`src/rtl/nnue_delta_feeder.sv`:
```
// nnue_delta_feeder
// Upstream sequencer for the NNUE accumulator core. Per-move feature deltas
// are buffered in a small FIFO. Each delta is issued to the core with a
// one-cycle trigger pulse, and the sequencer then waits for the core's finish.
// After the delta tagged last, the core's signed evaluation is captured and
// flagged with a one-cycle eval_valid pulse.
//
// Ports
//   clk, rst_n          clock (rising edge) and asynchronous active-low reset
//   d_valid/d_ready     delta handshake; transfer on d_valid & d_ready
//   d_row/d_add/        delta payload: row index, add(1)/subtract(0),
//   d_player/d_last     side to move, and the last-of-move tag
//   nn_trigger          one-cycle start pulse to the core
//   nn_row/nn_add/      operands to the core, held from ISSUE until the
//   nn_player           next entry is popped
//   nn_finish/nn_out    core done flag and its signed evaluation
//   eval_valid/eval     one-cycle update pulse and last captured evaluation
//   busy                FSM not idle or FIFO non-empty
//   level               FIFO occupancy
//   err_timeout         sticky watchdog error, cleared only by reset
module nnue_delta_feeder #(
    parameter int ROW_W   = 7,
    parameter int OUT_W   = 16,
    parameter int DEPTH   = 8,
    parameter int TIMEOUT = 4096
) (
    input  logic                    clk,
    input  logic                    rst_n,
    input  logic                    d_valid,
    output logic                    d_ready,
    input  logic [ROW_W-1:0]        d_row,
    input  logic                    d_add,
    input  logic                    d_player,
    input  logic                    d_last,
    output logic                    nn_trigger,
    output logic [ROW_W-1:0]        nn_row,
    output logic                    nn_add,
    output logic                    nn_player,
    input  logic                    nn_finish,
    input  logic signed [OUT_W-1:0] nn_out,
    output logic                    eval_valid,
    output logic signed [OUT_W-1:0] eval,
    output logic                    busy,
    output logic [$clog2(DEPTH):0]  level,
    output logic                    err_timeout
);

    localparam int AW  = $clog2(DEPTH);
    localparam int LW  = AW + 1;
    localparam int EW  = ROW_W + 3;
    localparam int WDW = $clog2(TIMEOUT + 1);

    localparam logic [1:0] ST_IDLE  = 2'd0;
    localparam logic [1:0] ST_ISSUE = 2'd1;
    localparam logic [1:0] ST_WAIT  = 2'd2;

    // FIFO storage and bookkeeping
    logic [EW-1:0]    mem_r [DEPTH];
    logic [AW-1:0]    wr_ptr_r;
    logic [AW-1:0]    rd_ptr_r;
    logic [LW-1:0]    level_r;
    logic             d_ready_r;

    // sequencer state
    logic [1:0]       state_r;
    logic             busy_r;
    logic [WDW-1:0]   wd_r;
    logic             err_r;

    // issue registers (drive the core directly)
    logic             nn_trigger_r;
    logic [ROW_W-1:0] nn_row_r;
    logic             nn_add_r;
    logic             nn_player_r;
    logic             last_r;

    // evaluation capture
    logic signed [OUT_W-1:0] eval_r;
    logic                    eval_valid_r;

    // next-state terms
    logic             push_s;
    logic             pop_s;
    logic             finish_s;
    logic             expire_s;
    logic [LW-1:0]    level_next_s;
    logic [1:0]       state_next_s;

    // Handshake decode, watchdog expiry, next occupancy and next FSM state.
    always_comb begin
        push_s       = d_valid & d_ready_r;
        pop_s        = (state_r == ST_IDLE) && (level_r != {LW{1'b0}});
        finish_s     = (state_r == ST_WAIT) && nn_finish;
        // the watchdog counts completed WAIT cycles; the TIMEOUT-th one aborts
        expire_s     = (state_r == ST_WAIT) && !nn_finish && (wd_r == WDW'(TIMEOUT - 1));
        level_next_s = level_r;
        state_next_s = state_r;

        case ({push_s, pop_s})
            2'b10:   level_next_s = level_r + LW'(1);
            2'b01:   level_next_s = level_r - LW'(1);
            default: level_next_s = level_r;
        endcase

        case (state_r)
            ST_IDLE: begin
                if (pop_s) begin
                    state_next_s = ST_ISSUE;
                end else begin
                    state_next_s = ST_IDLE;
                end
            end
            ST_ISSUE: state_next_s = ST_WAIT;
            ST_WAIT: begin
                if (finish_s || expire_s) begin
                    state_next_s = ST_IDLE;
                end else begin
                    state_next_s = ST_WAIT;
                end
            end
            default: state_next_s = ST_IDLE;
        endcase
    end

    // FIFO payload storage; entries are only read after being written.
    always_ff @(posedge clk) begin
        if (push_s) begin
            mem_r[wr_ptr_r] <= {d_row, d_add, d_player, d_last};
        end
    end

    // FIFO pointers, occupancy and the registered ready flag.
    always_ff @(posedge clk or negedge rst_n) begin
        if (!rst_n) begin
            wr_ptr_r  <= {AW{1'b0}};
            rd_ptr_r  <= {AW{1'b0}};
            level_r   <= {LW{1'b0}};
            d_ready_r <= 1'b1;
        end else begin
            if (push_s) begin
                wr_ptr_r <= wr_ptr_r + AW'(1);
            end
            if (pop_s) begin
                rd_ptr_r <= rd_ptr_r + AW'(1);
            end
            level_r   <= level_next_s;
            d_ready_r <= (level_next_s != LW'(DEPTH));
        end
    end

    // FSM state and the busy flag, both derived from next-state values.
    always_ff @(posedge clk or negedge rst_n) begin
        if (!rst_n) begin
            state_r <= ST_IDLE;
            busy_r  <= 1'b0;
        end else begin
            state_r <= state_next_s;
            busy_r  <= (state_next_s != ST_IDLE) || (level_next_s != {LW{1'b0}});
        end
    end

    // Issue registers: loaded on pop and held until the next pop, so the
    // operands stay stable for the whole ISSUE/WAIT window.
    always_ff @(posedge clk or negedge rst_n) begin
        if (!rst_n) begin
            nn_trigger_r <= 1'b0;
            nn_row_r     <= {ROW_W{1'b0}};
            nn_add_r     <= 1'b0;
            nn_player_r  <= 1'b0;
            last_r       <= 1'b0;
        end else begin
            nn_trigger_r <= pop_s;
            if (pop_s) begin
                {nn_row_r, nn_add_r, nn_player_r, last_r} <= mem_r[rd_ptr_r];
            end
        end
    end

    // Watchdog counter and sticky timeout error.
    always_ff @(posedge clk or negedge rst_n) begin
        if (!rst_n) begin
            wd_r  <= {WDW{1'b0}};
            err_r <= 1'b0;
        end else begin
            if (state_r == ST_ISSUE) begin
                wd_r <= {WDW{1'b0}};
            end else if (state_r == ST_WAIT) begin
                wd_r <= wd_r + WDW'(1);
            end else begin
                wd_r <= wd_r;
            end
            if (expire_s) begin
                err_r <= 1'b1;
            end
        end
    end

    // Evaluation capture: only a finished last-of-move delta updates eval.
    always_ff @(posedge clk or negedge rst_n) begin
        if (!rst_n) begin
            eval_r       <= {OUT_W{1'b0}};
            eval_valid_r <= 1'b0;
        end else begin
            eval_valid_r <= finish_s && last_r;
            if (finish_s && last_r) begin
                eval_r <= nn_out;
            end
        end
    end

    assign d_ready     = d_ready_r;
    assign level       = level_r;
    assign busy        = busy_r;
    assign nn_trigger  = nn_trigger_r;
    assign nn_row      = nn_row_r;
    assign nn_add      = nn_add_r;
    assign nn_player   = nn_player_r;
    assign eval        = eval_r;
    assign eval_valid  = eval_valid_r;
    assign err_timeout = err_r;

endmodule

```
`config.mk`:
```
export PLATFORM = sky130hd
export DESIGN_NAME = nnue_delta_feeder
export DESIGN_NICKNAME = d
export VERILOG_FILES = /design/src/rtl/nnue_delta_feeder.sv
export SDC_FILE = /design/constraint.sdc
export NUM_CORES = 1
export LEC_CHECK = 0
export BUFFER_PORTS_ARGS = -buffer_cell sky130_fd_sc_hd__buf_4
export CAP_MARGIN = 30
export CORE_MARGIN = 8
export CORE_UTILIZATION = 25
export DETAILED_ROUTE_END_ITERATION = 12
export PLACE_DENSITY = 0.46
export SLEW_MARGIN = 10
export SYNTH_ARGS = -nofsm -noshare
export SYNTH_HDL_FRONTEND = slang
export SYNTH_SLANG_ARGS = --single-unit
```
`constraint.sdc`:
```
create_clock -name clk -period 2.3 [get_ports clk]
set_input_delay 0.46 -clock clk [delete_from_list [all_inputs] [get_ports clk]]
set_output_delay 0.46 -clock clk [all_outputs]
set_load 0.05 [all_outputs]
```
=== Word-level counts from Yosys, hierarchy flattened ===
Memories as Yosys holds them, arrays and structs flattened. A register that Yosys moved wholly into a read port is not among the register bits.
Cells that the tools add are included.

* Bits in registers: 46
* Output and inout bits: 34
* Logic and storage cells: 46
* Bits of input ports: 30
* Memories: 1
* RAM bits: 80

* Reduce and logical (&&, ||, !) cells: 14
* Mux-type cells: 8
* Add/sub/neg operators: 5
* Bitwise gates (word level): 1
* Eq/ne operators: 6

{| class="wikitable"
|+ Memory list
! memory !! words !! bits a word !! rd ports !! clocked after memory_dff !! write ports !! line !! source
|-
| mem_r || 8 || 10 || 1 || 1 || 1 || 58 || <nowiki>logic [EW-1:0] mem_r [DEPTH];</nowiki>
|}

{| class="wikitable"
|+ Operator list
! operator !! number
|-
| 13-bit 2-to-1 mux || 2
|-
| 13-bit by 1-bit adder with 13-bit output (second input constant) || 1
|-
| 13-bit by 12-bit == test with 1-bit output (second input constant) || 1
|-
| 4-bit one-hot mux with 2 select lines || 1
|-
| 4-bit nonzero test || 2
|-
| 3-bit by 1-bit adder with 3-bit output (second input constant) || 2
|-
| 2-bit one-hot mux with 3 select lines || 1
|-
| 1-bit logical AND || 5
|-
| 4-bit by 1-bit adder with 4-bit output (second input constant) || 1
|-
| 2-bit by 1-bit == test with 1-bit output (second input constant) || 2
|-
| 2-bit == test (second input constant) || 2
|-
| 4-bit != test (second input constant) || 1
|-
| 2-bit nonzero test || 2
|-
| 4-bit by 1-bit subtractor with 4-bit output (second input constant) || 1
|-
| 1-bit 2-to-1 mux || 3
|-
| 1-bit zero test || 2
|-
| 2-bit zero test || 1
|-
| 1-bit logical OR || 2
|-
| 2-bit 2-to-1 mux || 1
|-
| 1-bit AND || 1
|}

=== Longest topological paths before layout ===
* Word-level depth: 8
* Mapped depth: 11
* Depth with buffers taken out: 10

=== Worst setup path before layout ===
OpenSTA, ideal clock, no wires.

* Path kind: flip-flop to flip-flop
* Start point: reg level_r[1] (netlist: level[1])
* End point: reg busy_r (netlist: busy)
* Arrival time: 2419 ps
* Library setup time: 136 ps
* Setup slack: -255 ps
* Path buffers: 0
* Required time: 2164 ps
* Stages on the path, launching flop included: 10
* Period minus slack after synthesis: 2555 ps
* Cells stage by stage: dfrtp_1 or4_4 nand2_2 inv_2 ha_1 nor4b_1 nand3_1 a31oi_1 xor2_1 nand4b_1

* Cells in the longest elaborated chain, start to end: 6
* Elaborated cells between the ends (all ways): 12
* Classes of those cells: add/sub: 2; eq/ne: 2; mux: 3; reduce/logical: 5

{| class="wikitable"
|+ Ends and longest elaborated chain
! what !! line !! source
|-
| start, declared || 61 || <nowiki>logic [LW-1:0] level_r;</nowiki>
|-
| start signal, assigned || 137 || <nowiki>level_r <= {LW{1'b0}};</nowiki>
|-
| start signal, assigned || 146 || <nowiki>level_r <= level_next_s;</nowiki>
|-
| branches (longest 3 deep; another with 4-bit by 1-bit subtractor with 4-bit output) || n/a ||
|-
| 4-bit one-hot mux with 2 select lines * || 99 || <nowiki>case ({push_s, pop_s})</nowiki>
|-
| net level_next_s[3] || 86 || <nowiki>logic [LW-1:0] level_next_s;</nowiki>
|-
| 4-bit nonzero test * || 158 || <nowiki>busy_r <= (state_next_s != ST_IDLE) || (level_next_s != {LW{1'b0}});</nowiki>
|-
| 1-bit logical OR * || 158 ||
|-
| end signal, assigned || 158 ||
|-
| end, declared || 66 || <nowiki>logic busy_r;</nowiki>
|}

Mark *: on every way through the listed nets, which the timed path passes.
A chain may end at the register's enable or synchronous reset.

=== Final worst setup path ===
* Start point: reg level_r[1] (netlist: level[1])
* End point: reg busy_r (netlist: busy)

* Cells in the longest elaborated chain, start to end: 6
* Elaborated cells between the ends (all ways): 12
* Classes of those cells: add/sub: 2; eq/ne: 2; mux: 3; reduce/logical: 5

{| class="wikitable"
|+ Ends and longest elaborated chain
! what !! line
|-
| branches (longest 5 deep; another with 4-bit by 1-bit subtractor with 4-bit output) || n/a
|-
| 1-bit logical OR * || 158
|}

Mark *: on every way between the ends.

==> results.rst <==
.. list-table::
   :header-rows: 1

   * - Metric
     - Value
   * - Share of post-route cells with drive strength above 1
     - 37.2%
   * - Cts bufs inserted
     - 17
   * - Shortest clock period the worst path allows after layout
     - 2.27 ns
   * - Most common flop cell mapped by yosys
     - sky130_fd_sc_hd__edfxtp_1
   * - Hold Violations, Final
     - 0
   * - Clock net sink count
     - 136
   * - Total global routing overflow
     - 0
   * - Syn_nets
     - 385
   * - Setup repair after global routing missed its margin
     - true
   * - Clock-pin slew on the worst setup and hold paths
     - 0.06 ns
   * - Number of unique standard cell types used by synthesis
     - 42
   * - Post-synth top cells
     - sky130_fd_sc_hd__edfxtp_1, sky130_fd_sc_hd__dfrtp_1, sky130_fd_sc_hd__mux2_2, sky130_fd_sc_hd__nand2_1, sky130_fd_sc_hd__mux4_2
   * - Most used standard cell by instance count after synthesis
     - sky130_fd_sc_hd__edfxtp_1
   * - Effective utilization at floorplan
     - 25.4%
   * - Min-Delay Path Class
     - in -> async
   * - Port Buffers
     - 63
   * - Cell area after technology mapping
     - 5520 sq um
   * - Antenna violations before repair
     - 0
   * - Area occupied by multi-input gates
     - 1640 sq um
   * - Wire length of the first global-routing pass
     - 19.2 mm
   * - Final std cell area, no fill
     - 7040 sq um
   * - Static Leak
     - 2.71 nW
   * - Least-Margin Pin Slew
     - 0.753 ns
   * - Relative max-transition margin
     - 49.8%
   * - DR pass1 iterations
     - 4
   * - Final weighted congestion of routability-driven global placement
     - 0.716
   * - Part of the Yosys area used for sequential elements
     - 68.9%
   * - Clock tree from TritonCTS
     - yes
   * - Count of final max-slew check failures
     - 0
   * - Hold-fix buffers, CTS
     - 0
   * - Required time of the critical path
     - 2.57 ns
   * - Post-synthesis cell type with the largest combined area
     - sky130_fd_sc_hd__edfxtp_1
   * - Peak supply drop
     - 425 uV
   * - Avg Synthesized Cell Area
     - 16.0 sq um
   * - Area growth from synthesis to final layout
     - 27.6%
   * - Core Box Area
     - 21800 sq um
   * - Power per Cell Area
     - 1470 nW/um^2
   * - Max-cap check violation count
     - 0
   * - Critical Path End Type
     - register
   * - Horizontal die dimension
     - 165 microns
   * - # DRC
     - 0
   * - Violation count after the first detailed-route iteration
     - 194
   * - Detailed-route via count
     - 3235
   * - I/O pin cnt
     - 64
   * - Full die area
     - 27100 sq um
   * - Die Ht
     - 165 microns
   * - Inserted Diodes
     - 0
   * - Antenna viol nets, final
     - 0
   * - Filler cell count in the final layout
     - 2159
   * - Setup Viol. Count Final
     - 0
   * - Routed wire length
     - 12.1 mm
   * - Pin count of the biggest net entering global routing
     - 57
   * - Register cell area after layout
     - 3810 sq um
   * - Area fraction of the dominant cell type after synthesis
     - 43.5%
   * - Category of the worst setup path launch point
     - register
   * - Total number of nets in the final design
     - 473
   * - Achievable clock frequency
     - 440 MHz
   * - Number of synthesized flops with an enable pin
     - 80
   * - Buffer type at the clock tree root
     - sky130_fd_sc_hd__clkbuf_16
   * - Gate count after technology mapping
     - 346
   * - Vias per cell
     - 4.46
   * - CP Class
     - reg -> reg
   * - Number of warning messages in the yosys log
     - 0
   * - Share of synthesized registers carrying an async set or reset
     - 41.2%
   * - Post-route total power
     - 0.0104 W
   * - Worst-case register-to-register setup slack
     - 0.03 ns
   * - Depth of the CTS H-tree
     - 4
   * - Detailed placement HPWL
     - 7.95 mm
   * - Data arrival at the endpoint of the critical path
     - 2.54 ns
   * - Crit path max fanout
     - 3
   * - Top cells by area in the synthesized netlist
     - sky130_fd_sc_hd__edfxtp_1, sky130_fd_sc_hd__dfrtp_1, sky130_fd_sc_hd__mux4_2
   * - Insertion delay of the later-clocked pin in the worst-skew pair
     - 0.41 ns
   * - Placement row count
     - 54
   * - Flop and latch count out of synthesis
     - 136
   * - Number of global-route vias before repair
     - 3475
   * - Post-place instance area
     - 6450 sq um
   * - Global router's overall resource usage
     - 9.41%
   * - Share of the clock period used by the worst path
     - 98.7%
   * - Outcome
     - finished clean
   * - Worst clock skew
     - 0.00724 ns
   * - Routed len/inst
     - 16.7 microns
   * - Maximum buffer depth of the clock tree
     - 2
per-stage QoR:
| stage | setup WS [ns] | TNS, ns | std cells | utilization [%] | hold WS, ns |
|---|---|---|---|---|---|
| 2_1_floorplan | -0.0321 | -0.0321 | 346 | - | 0.164 |
| 3_3_place_gp | 0.0325 | 0 | 694 | 29.7 | 0.467 |
| 3_5_place_dp | -0.0287 | -0.0330 | 694 | 29.7 | 0.471 |
| 4_1_cts | 0.0160 | 0 | 725 | 32.3 | 0.147 |
| 5_1_grt | -0.105 | -0.134 | 726 | 32.4 | 0.171 |
| 6_report | 0.0298 | 0 | 726 | 32.4 | 0.0901 |
report_power, final:
group	leakage [nW]	total, W	switching [W]	internal, W
registers	1.40	0.00363	0.000391	0.00324
clock network	0.262	0.00258	0.000995	0.00158
logic	1.05	0.00416	0.00250	0.00166
total	2.71	0.0104	0.00388	0.00649
cell type report:
cell class / count / share of cell area, %
clock buffer: 19 / 6.15
clock inverter: 12 / 1.85
inverter: 17 / 0.941
multi-input combinational: 181 / 23.2
sequential: 136 / 54.1
tap: 280 / 4.97
timing repair buffer: 81 / 8.81
placed cells by master, fill, tap and decap left out, types with 2 or more instances in the layout:
cell / count
sky130_fd_sc_hd__a21oi_1: 7
sky130_fd_sc_hd__buf_4: 80
sky130_fd_sc_hd__bufinv_16: 2
sky130_fd_sc_hd__clkbuf_1: 2
sky130_fd_sc_hd__clkbuf_16: 17
sky130_fd_sc_hd__clkinv_2: 2
sky130_fd_sc_hd__clkinv_4: 3
sky130_fd_sc_hd__clkinvlp_4: 4
sky130_fd_sc_hd__dfrtp_1: 52
sky130_fd_sc_hd__dfrtp_2: 3
sky130_fd_sc_hd__edfxtp_1: 80
sky130_fd_sc_hd__ha_1: 8
sky130_fd_sc_hd__inv_1: 16
sky130_fd_sc_hd__mux2_2: 21
sky130_fd_sc_hd__mux2i_1: 12
sky130_fd_sc_hd__mux4_2: 20
sky130_fd_sc_hd__nand2_1: 21
sky130_fd_sc_hd__nand2b_1: 3
sky130_fd_sc_hd__nand3_1: 13
sky130_fd_sc_hd__nand4_1: 2
sky130_fd_sc_hd__nor2_1: 12
sky130_fd_sc_hd__nor2b_1: 2
sky130_fd_sc_hd__nor3_1: 6
sky130_fd_sc_hd__o21ai_0: 14
sky130_fd_sc_hd__o22ai_1: 7
sky130_fd_sc_hd__xnor2_1: 9
sky130_fd_sc_hd__xor2_1: 2
per-layer routing:
metal	vias up	GRT usage, %	routed length, microns
met5	-	0	0
met4	0	2.83	106
met3	10	3.71	825
met1	1668	10.4	5080
li1	1477	-	-
met2	80	16.4	6110
worst max-delay path: stages (launching register included):
cell	delay [ns]
sky130_fd_sc_hd__dfrtp_2	0.40
sky130_fd_sc_hd__or4_4	0.57
sky130_fd_sc_hd__nand3_2	0.13
sky130_fd_sc_hd__xnor2_1	0.08
sky130_fd_sc_hd__ha_1	0.21
sky130_fd_sc_hd__a21oi_2	0.14
sky130_fd_sc_hd__nor2b_1	0.18
sky130_fd_sc_hd__mux2i_1	0.13
sky130_fd_sc_hd__xnor2_2	0.18
sky130_fd_sc_hd__nand4b_1	0.12
registers in the layout, indices dropped and copies added, names as in the netlist, 2 cells and up:
name / count
mem_r: 80
rd_ptr_r: 3
state_r: 2
nn_row: 7
eval: 16
wr_ptr_r: 3
wd_r: 13
level: 4
path summary, 6_finish.rpt:
kind / from / to / cells after the start
min in group clk: nn_out[4] / eval[4] / 2
setup / recovery: level[1] / busy / 9
hold / removal: rst_n / busy / 1
setup reg to reg: level[1] / busy / 9
hold reg to reg: nn_add / nn_add / 2
max in group asynchronous: rst_n / level[0] / 1
kinds of logic (layout without fill, tap and decap cells):
family                     Yosys count  in the layout  synth area share (%)
AOI/OAI and AO/OA                   37             37                  3.92
xor gates and xnor gates            12             12                  2.04
adders and majority gates            9              9                  2.04
buffers and inverters               29            129                  2.06
DFF                                136            136                  68.9
muxes                               53             53                  14.6
and+or+nand+nor                     70             70                  6.39
timing repair:
item | CTS | global route
resized for setup | 1 | 3
buffers inserted | 0 | 1
pin swaps | 3 | 3
endpoints found under the setup margin | 2 | 2
Note: power is estimated with default switching activity, not from simulation.
